$ cat src/rtl/video_pkg.sv
// Shared definitions for the video SRAM arbiter: slot-owner encodings and SRAM word geometry.
package video_pkg;

  localparam int unsigned SramDataWidth = 32;
  localparam int unsigned SramMaskWidth = 4;

  typedef enum logic [1:0] {
    SlotIdle,
    SlotVga,
    SlotCpu,
    SlotCpuAck
  } slot_e;

endpackage

$ cat src/rtl/video_memory_arbiter_if.sv
// Bundle of VGA fetch, Wishbone slave and SRAM macro signals around the video memory arbiter.
interface video_memory_arbiter_if #(
  parameter int unsigned ADDR_WIDTH = 9
);
  import video_pkg::*;

  logic                     vga_req;
  logic [ADDR_WIDTH-1:0]    vga_addr;
  logic                     vga_gnt;
  logic                     vga_rvalid;
  logic [SramDataWidth-1:0] vga_rdata;

  logic                     wb_cyc_i;
  logic                     wb_stb_i;
  logic                     wb_we_i;
  logic [SramMaskWidth-1:0] wb_sel_i;
  logic [ADDR_WIDTH-1:0]    wb_adr_i;
  logic [SramDataWidth-1:0] wb_dat_i;
  logic                     wb_ack_o;
  logic [SramDataWidth-1:0] wb_dat_o;

  logic                     sram_csb;
  logic                     sram_web;
  logic [SramMaskWidth-1:0] sram_wmask;
  logic [ADDR_WIDTH-1:0]    sram_addr;
  logic [SramDataWidth-1:0] sram_din;
  logic [SramDataWidth-1:0] sram_dout;

  // Arbiter side.
  modport slave (
    input  vga_req, vga_addr,
    output vga_gnt, vga_rvalid, vga_rdata,
    input  wb_cyc_i, wb_stb_i, wb_we_i, wb_sel_i, wb_adr_i, wb_dat_i,
    output wb_ack_o, wb_dat_o,
    output sram_csb, sram_web, sram_wmask, sram_addr, sram_din,
    input  sram_dout
  );

  // Requesters and SRAM macro side.
  modport master (
    output vga_req, vga_addr,
    input  vga_gnt, vga_rvalid, vga_rdata,
    output wb_cyc_i, wb_stb_i, wb_we_i, wb_sel_i, wb_adr_i, wb_dat_i,
    input  wb_ack_o, wb_dat_o,
    input  sram_csb, sram_web, sram_wmask, sram_addr, sram_din,
    output sram_dout
  );

endinterface

$ cat src/rtl/video_arb_starve_counter.sv
// Saturating count of VGA grants taken while a CPU access waits; built only with
// VIDEO_ARB_STARVE_GUARD_EN.
module video_arb_starve_counter #(
  parameter int unsigned BurstMax = 8
) (
  input  logic clk,
  input  logic rst_n,
  input  logic inc,
  input  logic clr,
  output logic at_max
);

  localparam int unsigned CntWidth = $clog2(BurstMax + 1);

  logic [CntWidth-1:0] cnt_q;

  assign at_max = (cnt_q == CntWidth'(BurstMax));

  always_ff @(posedge clk or negedge rst_n) begin
    if (!rst_n) begin
      cnt_q <= '0;
    end else if (clr) begin
      cnt_q <= '0;
    end else if (inc && !at_max) begin
      cnt_q <= cnt_q + 1'b1;
    end
  end

endmodule

$ cat src/rtl/video_memory_arbiter.sv
// Single-port video SRAM arbiter: VGA fetch has priority over Wishbone CPU access.
// Defining VIDEO_ARB_STARVE_GUARD_EN bounds CPU wait to VGA_BURST_MAX VGA grants.
module video_memory_arbiter
  import video_pkg::*;
#(
  parameter int unsigned ADDR_WIDTH    = 9,
  parameter int unsigned VGA_BURST_MAX = 8
) (
  input  logic                  clk,
  input  logic                  rst_n,
  video_memory_arbiter_if.slave bus
);

  slot_e                 state_q;
  slot_e                 slot;
  logic                  cpu_elig;
  logic                  force_cpu;
  logic [ADDR_WIDTH-1:0] slot_addr;
  logic                  rsp_valid_q;
  logic                  rsp_cpu_q;
  logic                  rsp_we_q;

  // A held classic-cycle strobe must not be granted again while its ack is out.
  assign cpu_elig = bus.wb_cyc_i & bus.wb_stb_i & (state_q != SlotCpuAck);

`ifdef VIDEO_ARB_STARVE_GUARD_EN
  logic guard_at_max;

  video_arb_starve_counter #(
    .BurstMax(VGA_BURST_MAX)
  ) u_starve_counter (
    .clk   (clk),
    .rst_n (rst_n),
    .inc   ((slot == SlotVga) & cpu_elig),
    .clr   ((slot == SlotCpu) | ~cpu_elig),
    .at_max(guard_at_max)
  );

  assign force_cpu = cpu_elig & guard_at_max;
`else
  logic unused_burst_max;
  assign unused_burst_max = ^VGA_BURST_MAX;
  assign force_cpu        = 1'b0;
`endif

  // Grants are gated by reset so the SRAM is deselected the moment reset asserts.
  always_comb begin
    slot = SlotIdle;
    if (rst_n) begin
      if (force_cpu) begin
        slot = SlotCpu;
      end else if (bus.vga_req) begin
        slot = SlotVga;
      end else if (cpu_elig) begin
        slot = SlotCpu;
      end
    end
  end

  always_ff @(posedge clk or negedge rst_n) begin
    if (!rst_n) begin
      state_q     <= SlotIdle;
      rsp_valid_q <= 1'b0;
      rsp_cpu_q   <= 1'b0;
      rsp_we_q    <= 1'b0;
    end else begin
      case (slot)
        SlotCpu: state_q <= SlotCpuAck;
        SlotVga: state_q <= SlotVga;
        default: state_q <= SlotIdle;
      endcase
      rsp_valid_q <= (slot != SlotIdle);
      rsp_cpu_q   <= (slot == SlotCpu);
      rsp_we_q    <= (slot == SlotCpu) & bus.wb_we_i;
    end
  end

  always_comb begin
    slot_addr      = '0;
    bus.vga_gnt    = 1'b0;
    bus.sram_csb   = 1'b1;
    // Write enable idles low once running; it only reads high while held in reset.
    bus.sram_web   = ~rst_n;
    bus.sram_wmask = '0;
    bus.sram_din   = '0;
    case (slot)
      SlotVga: begin
        bus.vga_gnt  = 1'b1;
        bus.sram_csb = 1'b0;
        bus.sram_web = 1'b1;
        slot_addr    = bus.vga_addr;
      end
      SlotCpu: begin
        bus.sram_csb   = 1'b0;
        bus.sram_web   = ~bus.wb_we_i;
        bus.sram_wmask = bus.wb_we_i ? bus.wb_sel_i : '0;
        bus.sram_din   = bus.wb_dat_i;
        slot_addr      = bus.wb_adr_i;
      end
      default: ;
    endcase
    bus.sram_addr = slot_addr;
  end

  always_comb begin
    bus.vga_rvalid = rsp_valid_q & ~rsp_cpu_q;
    bus.wb_ack_o   = rsp_valid_q & rsp_cpu_q;
    bus.vga_rdata  = bus.vga_rvalid ? bus.sram_dout : '0;
    bus.wb_dat_o   = (bus.wb_ack_o & ~rsp_we_q) ? bus.sram_dout : '0;
  end

endmodule

$ cat src/flat_wrapper.sv
// flat-port wrapper written by rule: the top's interface ports become plain ports
module video_memory_arbiter_flat import video_pkg::*;
#(
  parameter int unsigned ADDR_WIDTH    = 9,
  parameter int unsigned VGA_BURST_MAX = 8
)
  (clk, rst_n, bus_vga_req, bus_vga_addr, bus_vga_gnt, bus_vga_rvalid, bus_vga_rdata, bus_wb_cyc_i, bus_wb_stb_i, bus_wb_we_i, bus_wb_sel_i, bus_wb_adr_i, bus_wb_dat_i, bus_wb_ack_o, bus_wb_dat_o, bus_sram_csb, bus_sram_web, bus_sram_wmask, bus_sram_addr, bus_sram_din, bus_sram_dout);
  video_memory_arbiter_if #(.ADDR_WIDTH(ADDR_WIDTH)) bus_i ();
  input  logic clk;
  input  logic rst_n;
  input wire logic [$bits(bus_i.vga_req)-1:0] bus_vga_req;
  input wire logic [$bits(bus_i.vga_addr)-1:0] bus_vga_addr;
  output wire logic [$bits(bus_i.vga_gnt)-1:0] bus_vga_gnt;
  output wire logic [$bits(bus_i.vga_rvalid)-1:0] bus_vga_rvalid;
  output wire logic [$bits(bus_i.vga_rdata)-1:0] bus_vga_rdata;
  input wire logic [$bits(bus_i.wb_cyc_i)-1:0] bus_wb_cyc_i;
  input wire logic [$bits(bus_i.wb_stb_i)-1:0] bus_wb_stb_i;
  input wire logic [$bits(bus_i.wb_we_i)-1:0] bus_wb_we_i;
  input wire logic [$bits(bus_i.wb_sel_i)-1:0] bus_wb_sel_i;
  input wire logic [$bits(bus_i.wb_adr_i)-1:0] bus_wb_adr_i;
  input wire logic [$bits(bus_i.wb_dat_i)-1:0] bus_wb_dat_i;
  output wire logic [$bits(bus_i.wb_ack_o)-1:0] bus_wb_ack_o;
  output wire logic [$bits(bus_i.wb_dat_o)-1:0] bus_wb_dat_o;
  output wire logic [$bits(bus_i.sram_csb)-1:0] bus_sram_csb;
  output wire logic [$bits(bus_i.sram_web)-1:0] bus_sram_web;
  output wire logic [$bits(bus_i.sram_wmask)-1:0] bus_sram_wmask;
  output wire logic [$bits(bus_i.sram_addr)-1:0] bus_sram_addr;
  output wire logic [$bits(bus_i.sram_din)-1:0] bus_sram_din;
  input wire logic [$bits(bus_i.sram_dout)-1:0] bus_sram_dout;
  assign bus_i.vga_req = bus_vga_req;
  assign bus_i.vga_addr = bus_vga_addr;
  assign bus_vga_gnt = bus_i.vga_gnt;
  assign bus_vga_rvalid = bus_i.vga_rvalid;
  assign bus_vga_rdata = bus_i.vga_rdata;
  assign bus_i.wb_cyc_i = bus_wb_cyc_i;
  assign bus_i.wb_stb_i = bus_wb_stb_i;
  assign bus_i.wb_we_i = bus_wb_we_i;
  assign bus_i.wb_sel_i = bus_wb_sel_i;
  assign bus_i.wb_adr_i = bus_wb_adr_i;
  assign bus_i.wb_dat_i = bus_wb_dat_i;
  assign bus_wb_ack_o = bus_i.wb_ack_o;
  assign bus_wb_dat_o = bus_i.wb_dat_o;
  assign bus_sram_csb = bus_i.sram_csb;
  assign bus_sram_web = bus_i.sram_web;
  assign bus_sram_wmask = bus_i.sram_wmask;
  assign bus_sram_addr = bus_i.sram_addr;
  assign bus_sram_din = bus_i.sram_din;
  assign bus_i.sram_dout = bus_sram_dout;
  video_memory_arbiter #(.ADDR_WIDTH(ADDR_WIDTH), .VGA_BURST_MAX(VGA_BURST_MAX)) u_core (.clk(clk), .rst_n(rst_n), .bus(bus_i));
endmodule
$ cat config.mk
export PLATFORM = sky130hd
export DESIGN_NAME = video_memory_arbiter_flat
export DESIGN_NICKNAME = d
export VERILOG_FILES = /design/src/rtl/video_pkg.sv /design/src/rtl/video_memory_arbiter_if.sv /design/src/rtl/video_arb_starve_counter.sv /design/src/rtl/video_memory_arbiter.sv /design/src/flat_wrapper.sv
export SDC_FILE = /design/constraint.sdc
export NUM_CORES = 1
export LEC_CHECK = 0
export CORE_AREA = 2 2 79 81
export DETAILED_ROUTE_END_ITERATION = 12
export DIE_AREA = 0 0 81 83
export PLACE_DENSITY = 0.79
export SLEW_MARGIN = 0
export SYNTH_ARGS = -nofsm -noshare
export SYNTH_HDL_FRONTEND = slang
export SYNTH_HIERARCHICAL = 1
export SYNTH_SLANG_ARGS = --single-unit
export TNS_END_PERCENT = 50
$ cat constraint.sdc
create_clock -name clk -period 3.2 [get_ports clk]
set_input_delay 0.64 -clock clk [delete_from_list [all_inputs] [get_ports clk]]
set_output_delay 0.64 -clock clk [all_outputs]
set_load 0.005 [all_outputs]
==> results of run 1 <==
[layout by cell type (no fill, tap or decap)]
| master | n |
|---|---|
| nor4_1 | 4 |
| o31ai_1 | 1 |
| and3b_1 | 1 |
| nor2b_2 | 1 |
| nor2b_1 | 1 |
| dfrtp_1 | 4 |
| clkbuf_8 | 3 |
| and3_1 | 9 |
| nand2_1 | 5 |
| clkdlybuf4s50_1 | 205 |
| buf_12 | 2 |
| and4_1 | 33 |
| nand2b_1 | 1 |
| nor3_1 | 1 |
| and2_1 | 68 |
| a31o_2 | 2 |
| a41o_1 | 9 |
| nand2_2 | 1 |
| a31oi_1 | 1 |
| buf_4 | 5 |
[per-stage QoR]
stage,power [mW],worst slack (ns)
global placement,0.3283,0.2760
floorplan,0.1244,1.254
finish,0.4394,0.2601
CTS,0.4451,0.2329
detailed placement,0.3321,0.2311
global route,0.4657,0.1232
[area by class of cell]
class                           instances  area share [%]
Timing Repair Buffer                  212           63.72
Clock buffer                            3           1.235
Multi-Input combinational cell        138           29.24
Tap cell                               75           2.808
Sequential cell                         4           2.995
[logic make-up after synthesis]
family | count (synthesis)
flip-flops | 4
buffers and inverters | 23
AO/OA/AOI/OAI | 13
AND/OR/NAND/NOR | 125
[state kept, by name, summed over array words and instances, names as in the netlist]
signal	flops
u_core/state_q	2
u_core/rsp_we_q	1
u_core/rsp_valid_q	1
[per-layer routing]
layer / up-vias / global-route usage [%] / share of wire, %
met5: - / 0 / 0.20
li1: 988 / - / -
met2: 98 / 32.91 / 52
met1: 845 / 18.75 / 36
met3: 10 / 6.522 / 11
met4: 2 / 4.777 / 1.2
[where the power goes]
group	switching, mW	internal [mW]	total (mW)
sequential	0.00128	0.0532	0.0544
combinational	0.0811	0.195	0.276
clock	0.0288	0.0804	0.109
[critical path: stages]
cell and delay, ns:
clkdlybuf4s50_1 0.47, buf_4 0.19, nand2b_1 0.14, nor4_1 0.30, clkdlybuf4s50_1 0.56
[path summary, 6_finish.rpt]
path / startpoint / to / cells past startpoint
setup / recovery: rst_n / bus_sram_wmask[0] / 5
hold / removal: u_core/state_q[0]$_DFF_PN0_ / u_core/state_q[1]$_DFF_PN0_ / 2
setup reg to reg: u_core/state_q[1]$_DFF_PN0_ / u_core/rsp_valid_q$_DFF_PN0_ / 2
hold reg to reg: u_core/state_q[0]$_DFF_PN0_ / u_core/state_q[1]$_DFF_PN0_ / 2
max in group asynchronous: rst_n / u_core/rsp_valid_q$_DFF_PN0_ / 2
min in group asynchronous: rst_n / u_core/rsp_we_q$_DFF_PN0_ / 2
==> results.yml, run 1 <==
run_status:
  status: "completed"
pwr:
  vdd_ir_drop_max_v: 0.0001324
  power.density_nw_per_um2: 131.5
  p_leak_nw: 1.356
routing:
  drc: 0
  first_pass_iters: 4
  drt_wl_total_mm: 6.441
  initialDrtViolationCount: 54
  wl_per_cell_um: 14.91
  via_per_inst: 4.498
  vias: 1943
  postRouteAntennaNets: 0
cts:
  hold_buffers: 0
  worst_skew_pair.late_latency_ns: 0.22
  clk_pin_slew_ns: 0.04
  h-tree-depth: 1
  cts_root_buf: "clkbuf_8"
  cts_buffers: 3
  post-cts-setup-buffer-count: 0
  cts_sinks: 4
  cts_max_path_buffers: 2
  cts_resized: 0
  cts_tree: "done"
yosys:
  ys_seq_elements: 4
  synth_compound_area_share_pct: 10.31
  synth_nets: 257
  syn-cell-area_um2: 1177
  postSynthCellCount: 165
  synth_edf_count: 0
  synthXorXnorAreaFrac_pct: 0
  yosysTopAreaCellShare_pct: 36.13
  yosysTopAreaCell: "and2_1"
  synthAdderAreaFrac_pct: 0
  yosys.area_share.simple_pct: 72.48
  seq_area_frac_synth_pct: 8.502
  netlist_top_cells_area: "and2_1, and4_1, dfrtp_1, a41o_1, and3_1"
  avgSynthCellArea_um2: 7.136
  synth_common_cells: "and2_1, and4_1, clkbuf_1"
  yosys_warnings: 6
  synthArstFlopShare_pct: 100.0
  synth_top_family_by_area: "simple AND/OR/NAND/NOR gates"
  synth.area.mux_share_pct: 0
  ys_types: 19
  yosysMostFrequentCell: "and2_1"
  synth_ff_type: "dfrtp_1"
global_routing:
  grt_pass1_wl_mm: 9.639
  grt_pass1_vias: 1822
  antenna_found_initial: 1
  grt_overflow: 0
  grt_start_max_net_pins: 46
  grt_use_total_pct: 17.93
critical_path:
  r2r_slack_ns: 1.87
  crit_required_ns: 2.56
  crit_path_max_fanout: 15
  end_kind: "primary output"
  startpoint_type: "primary input"
  crit_type: "in -> out"
  worstPathArrival_ns: 2.30
layout:
  syn_to_final_growth_pct: 183.8
  utilization_pct: 57.47
  final_nets: 451
  n_antenna_cell: 0
  fillers: 535
  layoutNonFillerInstCount: 432
  final_cell_area_um2: 3342
  layout-drive-gt1-share_pct: 3.922
  seq_area_um2: 100.1
  multi_input_area_um2: 977.2
timing:
  layout_min_cycle_time_ns: 2.940
  setup_violations: 0
  fin_crit_sh_pct: 91.87
  holdWs_ns: 0.7204
  finalSetupTns_ns: 0
  worstMarginPinSlew_ns: 0.6775
  finalClockSkew_ns: 0.005049
  hold_viol: 0
  rsz0062_at_grt: "false"
  slew-limit-headroom_pct: 54.67
  drv_slew: 0
  fmax_ghz: 0.3402
die:
  die_w_um: 81
  std_cell_rows: 28
  die_h_um: 83
  die-area_um2: 6723
  coreArea_um2: 5816
  initial_core_util_pct: 20.25
  ios: 206
flow_run:
  drv_cap: 0
place:
  io_buffers: 205
  post_dp_cell_area_um2: 3301
  gp_congestion: 0.7847
  dp_cells: 429
  hpwl_mm: 5.401
worst_hold_path:
  holdCritPathClass: "reg -> reg"
Note: power is estimated with default switching activity, not from simulation.
==> run 2, diff against run 1 <==
--- a/config.mk
+++ b/config.mk
@@ -7,6 +7,7 @@
 export LEC_CHECK = 0
-export CORE_AREA = 2 2 79 81
+export CORE_AREA = 2 2 81 83
 export DETAILED_ROUTE_END_ITERATION = 12
-export DIE_AREA = 0 0 81 83
-export PLACE_DENSITY = 0.79
+export DIE_AREA = 0 0 83 85
+export DONT_BUFFER_PORTS = 1
+export PLACE_DENSITY = 0.33
 export SLEW_MARGIN = 0
==> constraint.sdc (replaced) <==
create_clock -name clk -period 3.2 [get_ports clk]
set_input_delay 0.48 -clock clk [delete_from_list [all_inputs] [get_ports clk]]
set_output_delay 0.48 -clock clk [all_outputs]
set_load 0.005 [all_outputs]
==> run 2 against run 1 <==
Against the previous run:
- clock power is 4% lower
- register-to-register slack improved by 0.03 ns
- maximum frequency up 43%
- power down 46%
- final area decreased by 63%
- die area grew 4.9%
- critical path type is now reg -> out
- largest cell class is now multi-input gates
==> results.yml, run 2 (synthesized netlist as in run 1, its figures left out) <==
layout:
  regMostFlops: "u_core/state_q"
  top_regs: "u_core/state_q (2), u_core/rsp_valid_q (1), u_core/rsp_we_q (1)"
  largest_reg_flops: 2
  multi_input_area_um2: 977.2
  layout-drive-gt1-share_pct: 6.711
  seq_area_um2: 100.1
  syn_to_final_growth_pct: 5.951
  layoutNonFillerInstCount: 226
  most-common-layout-cells: "and2_1, and4_1, and3_1, a41o_1, nand2_1"
  layout.cells.most_common: "and2_1"
  n_antenna_cell: 0
  fillers: 709
  final_nets: 243
critical_path:
  worstPathArrival_ns: 1.58
  cp_slowest_cell: "and3b_1"
  slowest_delay_ns: 0.70
  crit_type: "reg -> out"
  path_cells: "and3b_1 > and2_1"
  startpoint_type: "register"
  crit_required_ns: 2.72
  crit_path_max_fanout: 32
  r2r_cells: 2
  r2r_end: "u_core/rsp_valid_q$_DFF_PN0_"
  r2r_start: "u_core/state_q[1]$_DFF_PN0_"
  r2r_slack_ns: 1.90
  end_kind: "primary output"
cts:
  cts_resized: 0
  post-cts-setup-buffer-count: 0
  clk_pin_slew_ns: 0.03
  cts_root_buf: "clkbuf_8"
  cts_tree: "done"
  h-tree-depth: 1
  cts_buffers: 3
  worst_skew_pair.late_latency_ns: 0.22
  cts_sinks: 4
  hold_buffers: 1
  cts_max_path_buffers: 2
timing:
  drv_slew: 0
  layout_min_cycle_time_ns: 2.061
  worstMarginPinSlew_ns: 0.7895
  finalClockSkew_ns: 0.002861
  finalSetupTns_ns: 0
  hold_viol: 0
  fin_crit_sh_pct: 64.42
  fmax_ghz: 0.4851
  rsz0062_at_grt: "false"
  slew-limit-headroom_pct: 47.37
  setup_violations: 0
die:
  initial_core_util_pct: 18.98
  ios: 206
  coreArea_um2: 6205
  die_w_um: 83
  std_cell_rows: 29
  die-area_um2: 7055
  die_h_um: 85
global_routing:
  grt_use_total_pct: 9.587
  grt_pass1_vias: 1024
  antenna_found_initial: 0
  grt_pass1_wl_mm: 5.520
  grt_start_max_net_pins: 46
  grt_overflow: 0
routing:
  via_per_inst: 5.288
  drt_wl_total_mm: 3.972
  drc: 0
  postRouteAntennaNets: 0
  initialDrtViolationCount: 16
  wl_per_cell_um: 17.58
  vias: 1195
  first_pass_iters: 4
flow_run:
  drv_cap: 0
pwr:
  vdd_ir_drop_max_v: 0.0001043
  power.density_nw_per_um2: 190.2
  p_leak_nw: 0.5812
worst_hold_path:
  min-delay-start: "bus_wb_we_i"
  hold_end: "u_core/rsp_we_q$_DFF_PN0_"
  holdCritPathClass: "in -> reg"
  hold-path-cell-count: 1
place:
  io_buffers: 0
  gp_congestion: 0.6579
  hpwl_mm: 3.242
  dp_cells: 222
run_status:
  status: "completed"
-- run 2: cell types whose count changed in the layout (fill, tap and decap cells not counted), sizes merged --
| cell | change |
|---|---|
| clkdlybuf4s50 | -205 |
| buf | -4 |
| dlygate4sd3 | +1 |
-- run 2: how the worst max path moves through the flow --
stage	from	end	depth (start not counted)
floorplan	bus_wb_cyc_i	bus_sram_addr[4]	4
global placement	rst_n	bus_sram_din[29]	3
detailed placement	rst_n	bus_sram_din[20]	3
CTS	u_core/state_q[1]$_DFF_PN0_	bus_wb_dat_o[22]	2
global route	u_core/state_q[1]$_DFF_PN0_	bus_wb_dat_o[22]	2
finish	u_core/state_q[1]$_DFF_PN0_	bus_wb_dat_o[22]	2
-- run 2: cell type report --
type                       count  area share (%)
clock buffer                   3           3.310
multi-input combinational    138           78.33
sequential                     4           8.024
tap                           77           7.723
timing repair buffer           4           2.608
-- run 2: power by group --
group	internal, mW	total [mW]	switching (mW)
registers	0.0532	0.0545	0.00129
clock network	0.0801	0.105	0.0249
logic	0.0310	0.0777	0.0467
-- run 2: per-layer routing --
layer  global-route usage, %  vias to the layer above  wire length (µm)
met1                   11.89                      518              1558
li1                        -                      568                 -
met5                       0                        -                 0
met4                   3.577                        0                42
met2                   16.72                      105              1995
met3                   1.556                        4               375
-- run 2: per-stage QoR --
step,power (mW),util (%),hold WS (ns),instance area [µm²],setup slack [ns]
after floorplan,0.1244,-,0.1844,1177,1.574
after global placement,0.1330,19.28,0.1849,1196,1.303
after detailed placement,0.1326,19.28,0.1849,1196,1.252
after CTS,0.2438,20.10,0.4318,1247,1.137
after global routing,0.2530,20.10,0.4346,1247,1.002
final,0.2372,20.10,0.4376,1247,1.139
-- run 2: worst max-delay path: cells and delay by family, from the launching register on --
family,cells,cell delay (ns)
DFF,1,0.39
and+or+nand+nor,2,0.98
